--- src/rtl/uart_rx_fifo.sv ---
// uart_rx_fifo: circular byte FIFO fed by the UART receiver's data_out/data_ready.
// A rising edge of rx_valid while enabled is one write. Reads are registered with
// one cycle of latency. A sticky overflow flag records any byte dropped while full.
// Optional feature macro: UART_RX_FIFO_DROP_CNT_EN adds a saturating 8-bit drop_count output.
module uart_rx_fifo #(
    parameter int DATA_WIDTH = 8,
    parameter int DEPTH      = 16,
    localparam int ADDR_W    = $clog2(DEPTH)
) (
    input  logic                  clk,
    input  logic                  nRst,
    input  logic                  enable,
    input  logic [DATA_WIDTH-1:0] rx_data,
    input  logic                  rx_valid,
    input  logic                  rd_en,
    input  logic                  clr_overflow,
    output logic [DATA_WIDTH-1:0] rd_data,
    output logic                  rd_valid,
    output logic [ADDR_W:0]       count,
    output logic                  empty,
    output logic                  full,
    output logic                  overflow
`ifdef UART_RX_FIFO_DROP_CNT_EN
    ,
    output logic [7:0]            drop_count
`endif
);

    logic [DATA_WIDTH-1:0] mem [DEPTH];

    logic [ADDR_W-1:0]     wptr_q, wptr_d;
    logic [ADDR_W-1:0]     rptr_q, rptr_d;
    logic [ADDR_W:0]       count_q, count_d;
    logic                  empty_q, empty_d;
    logic                  full_q, full_d;
    logic                  overflow_q, overflow_d;
    logic [DATA_WIDTH-1:0] rd_data_q, rd_data_d;
    logic                  rd_valid_q, rd_valid_d;
    logic                  rx_valid_prev_q, rx_valid_prev_d;

    logic wr;
    logic rd;
    logic wr_ok;
    logic drop;

`ifdef UART_RX_FIFO_DROP_CNT_EN
    logic [7:0] drop_count_q, drop_count_d;
`endif

    // Strobe decode, pointer/occupancy update and sticky overflow.
    always_comb begin
        wr    = enable & rx_valid & ~rx_valid_prev_q;
        rd    = rd_en & ~empty_q;
        // A read in the same cycle frees a slot, so a write into a full FIFO still lands.
        wr_ok = wr & (~full_q | rd);
        drop  = wr & full_q & ~rd;

        wptr_d          = wptr_q;
        rptr_d          = rptr_q;
        rd_data_d       = rd_data_q;
        rd_valid_d      = rd;
        rx_valid_prev_d = rx_valid;

        if (wr_ok) begin
            wptr_d = wptr_q + ADDR_W'(1);
        end
        if (rd) begin
            rptr_d    = rptr_q + ADDR_W'(1);
            rd_data_d = mem[rptr_q];
        end

        count_d = count_q + (ADDR_W+1)'(wr_ok) - (ADDR_W+1)'(rd);
        empty_d = (count_d == '0);
        full_d  = (count_d == (ADDR_W+1)'(DEPTH));

        // Set has priority over clear so a drop is never lost.
        overflow_d = overflow_q;
        if (clr_overflow) begin
            overflow_d = 1'b0;
        end
        if (drop) begin
            overflow_d = 1'b1;
        end
    end

`ifdef UART_RX_FIFO_DROP_CNT_EN
    // Saturating drop counter; clear and a same-cycle drop leave it at 1.
    always_comb begin
        drop_count_d = drop_count_q;
        if (clr_overflow) begin
            drop_count_d = drop ? 8'd1 : 8'd0;
        end else if (drop && drop_count_q != 8'hFF) begin
            drop_count_d = drop_count_q + 8'd1;
        end
    end

    // Drop counter register.
    always_ff @(posedge clk) begin
        if (nRst) begin
            drop_count_q <= 8'd0;
        end else begin
            drop_count_q <= drop_count_d;
        end
    end

    assign drop_count = drop_count_q;
`endif

    // Storage array; deliberately not cleared on reset, pointers alone define contents.
    always_ff @(posedge clk) begin
        if (!nRst && wr_ok) begin
            mem[wptr_q] <= rx_data;
        end
    end

    // Control and output registers.
    always_ff @(posedge clk) begin
        if (nRst) begin
            wptr_q          <= '0;
            rptr_q          <= '0;
            count_q         <= '0;
            empty_q         <= 1'b1;
            full_q          <= 1'b0;
            overflow_q      <= 1'b0;
            rd_data_q       <= '0;
            rd_valid_q      <= 1'b0;
            rx_valid_prev_q <= 1'b0;
        end else begin
            wptr_q          <= wptr_d;
            rptr_q          <= rptr_d;
            count_q         <= count_d;
            empty_q         <= empty_d;
            full_q          <= full_d;
            overflow_q      <= overflow_d;
            rd_data_q       <= rd_data_d;
            rd_valid_q      <= rd_valid_d;
            rx_valid_prev_q <= rx_valid_prev_d;
        end
    end

    assign rd_data  = rd_data_q;
    assign rd_valid = rd_valid_q;
    assign count    = count_q;
    assign empty    = empty_q;
    assign full     = full_q;
    assign overflow = overflow_q;

endmodule

--- config.mk ---
export PLATFORM = sky130hd
export DESIGN_NAME = uart_rx_fifo
export DESIGN_NICKNAME = d
export VERILOG_FILES = /design/src/rtl/uart_rx_fifo.sv
export SDC_FILE = /design/constraint.sdc
export NUM_CORES = 1
export LEC_CHECK = 0
export BUFFER_PORTS_ARGS = -buffer_cell sky130_fd_sc_hd__buf_2
export CAP_MARGIN = 10
export CORE_MARGIN = 1
export CORE_UTILIZATION = 25
export DETAILED_ROUTE_END_ITERATION = 10
export SKIP_CTS_REPAIR_TIMING = 1
export SLEW_MARGIN = 20
export SYNTH_ARGS = -nofsm -noshare
export SYNTH_HDL_FRONTEND = slang
export SYNTH_SLANG_ARGS = --single-unit
export TNS_END_PERCENT = 50
--- constraint.sdc ---
create_clock -name clk -period 5.2 [get_ports clk]
set_input_delay 0.52 -clock clk [delete_from_list [all_inputs] [get_ports clk]]
set_output_delay 0.52 -clock clk [all_outputs]
set_load 0.05 [all_outputs]
==> impl_metrics.ini <==
[cts]
cts_tree = built
clockBufferDepth = 2
clk_latency_ps = 410
clk_pin_slew_ps = 60
clkSinkCount = 154
numCtsBuffers = 17
htree_levels = 4
root_buffer = clkbuf_16

[logic_synthesis]
synthFlopType = edfxtp_1
syn-num-nets = 425
synth_area_mm2 = 0.00616
synthArstFlopShare = 0
syn_area_per_cell_um2 = 15.4
synth_seq_cells = 154
synth_top_area_share = 0.624
yosysUniqueCellTypes = 39
synth-edff-count = 128
synthTopCellsByArea = edfxtp_1 (62%), mux2i_1 (9.6%), dfxtp_1 (8.5%)
seq_area_frac_synth = 0.709
synth_warnings = 0
syn_inst = 400
synth_top_area_cell = edfxtp_1

[critical_path]
cp-end-kind = register
rrSetupSlack_ps = 2120
r2r_cells = 11
r2r-start = empty$_SDFF_PP1_
crit_start = empty$_SDFF_PP1_
arrival_ps = 3400
worst-endpoint-required_ps = 5520
worstSetupPathType = register to register
endpoint = full$_SDFF_PP0_
cp-start-kind = register
reg2reg_to = full$_SDFF_PP0_
crit_fanout = 10

[grt]
grt_pass1_wl_um = 19300
grt_max_degree = 64
antenna_found_initial = 0
grt_remaining_overflow = 0
grt.total_usage = 0.0998
grt_pass1_vias = 3571

[status]
status = complete, no violations

[placed_design]
place.gp.congestion = 0.757
io_buffer_count = 30
hpwl_um = 7970
place_area_mm2 = 0.00667

[worst_hold_path]
hp-class = primary input to register

[sta]
fmax_mhz = 324
clock_skew_ps = 9.85
max_slew.worst_pin.slew_ps = 1060
layout_min_cycle_time_ps = 3080
finalHoldViolCount = 0
final.setup.tns_ps = 0
setup_viol = 0
slew_viol_final = 0
rsz0062_at_grt = no
post-route-period-util = 0.593
max-slew-margin-rel = 0.291

[finish]
final_cell_mix = edfxtp_1 (128), mux2i_1 (59), buf_2 (30), a22oi_1 (28), dfxtp_1 (25)
fin_nets = 462
fin_area_mm2 = 0.00724
fin_util = 0.299
final_common_cell = edfxtp_1
syn_to_final_growth_pct = 17.6
drive_gt1_frac = 0.180
n_antenna_cell = 0

[floorplanning]
fp-row-count = 57
die_area_mm2 = 0.0253
ioPinCount = 31
design.core.area_mm2 = 0.0242
floorplan.initialDensity = 0.254
die_w_um = 159
dieHeight_um = 159

[routing]
vias = 3382
drt-pass1-iter-count = 5
drtAntennaViolNets = 0
wl_per_cell_um = 15.5
finalWirelength_um = 12000
drc_errors = 0
vias_per_cell = 4.37
drtIter0Drc = 212

[pwr]
p_leak_nw = 2.29
power_density_mw_per_mm2 = 417
vdd_drop_max_mv = 0.405

[flow_run]
maxCapViolCount = 0
synthesized netlist by cell type (2+ instances only):
cell      count
inv_1        12
nor2_1       25
nor3_1        4
nand2b_1      4
nor2b_1       6
dfxtp_1      26
edfxtp_1    128
a22oi_1      28
nand3_1      22
mux2i_1      59
mux4_2        3
nand2_1      20
a21oi_1       4
xnor2_1       6
ha_1         10
xor2_1        4
a211oi_1      2
clkbuf_1      4
buf_2        13
flip-flops by register name, summed over array words and instances, names as in the netlist:
register and count:
count 5, full 1, rd_valid 1, mem 128
rptr_q 4, overflow 1, wptr_q 4, empty 1
rd_data 8, rx_valid_prev_q 1
stage by stage:
| step | cells | hold slack, ps | total power (W) | setup slack [ps] |
|---|---|---|---|---|
| after floorplan | 400 | 511 | 0.00180 | 2130 |
| after global placement | 741 | 449 | 0.00191 | 1960 |
| after detailed placement | 741 | 442 | 0.00192 | 1900 |
| after CTS | 773 | 321 | 0.00304 | 2100 |
| after global routing | 774 | 326 | 0.00314 | 1890 |
| final | 774 | 339 | 0.00302 | 2120 |
where the power goes:
part	total, W	internal [W]	switching (W)
registers	0.00142	0.00138	0.0000405
clock network	0.00112	0.000620	0.000504
logic	0.000479	0.000167	0.000312
total	0.00302	0.00216	0.000857
how the worst min path moves through the flow:
stage / start / end / slack [ps] / cells past startpoint
after floorplan: rptr_q[3]$_SDFFE_PP0P_ / rptr_q[3]$_SDFFE_PP0P_ / 510 / 2
after global placement: rd_data[3]$_SDFFE_PP0P_ / rd_data[3]$_SDFFE_PP0P_ / 450 / 2
after detailed placement: rd_data[4]$_SDFFE_PP0P_ / rd_data[4]$_SDFFE_PP0P_ / 440 / 2
after CTS: rx_valid / rx_valid_prev_q$_SDFF_PP0_ / 320 / 2
after global routing: rx_valid / rx_valid_prev_q$_SDFF_PP0_ / 330 / 2
final: rx_valid / rx_valid_prev_q$_SDFF_PP0_ / 340 / 2
cell families (layout without fill, tap and decap cells):
logic type / count (synthesis) / in the layout / share of synthesized area
buf+inv: 31 / 81 / 0.0222
compound gates: 42 / 42 / 0.0522
simple gates: 89 / 89 / 0.0701
xor+xnor: 10 / 10 / 0.0142
fa+ha+maj: 11 / 11 / 0.0236
mux: 63 / 63 / 0.109
flops: 154 / 154 / 0.709
metal layers:
layer  vias up  track usage  routed length (µm)
met5         -            0                   0
met4         0       0.0288                  68
met3         4       0.0290                 624
met2        87        0.152                5540
met1      1702        0.138                5780
li1       1589            -                   -
worst max-delay path, cell delays in order, from the launching register on:
cell and delay, ps:
dfxtp_1 300, nand2b_1 320, a21oi_1 410, inv_1 90, ha_1 270, inv_1 50
ha_1 150, inv_1 50, fa_1 400, xnor2_1 160, or3b_2 460, a2111oi_2 320
final cells by class:
type / instances / area, µm²
Fill cell: 2428 / 17000
Sequential cell: 154 / 4370
Multi-Input combinational cell: 215 / 1660
Clock buffer: 18 / 429
Tap cell: 324 / 405
Timing Repair Buffer: 37 / 223
Clock inverter: 14 / 111
Inverter: 12 / 45.0
(Power assumes the default switching activity.)
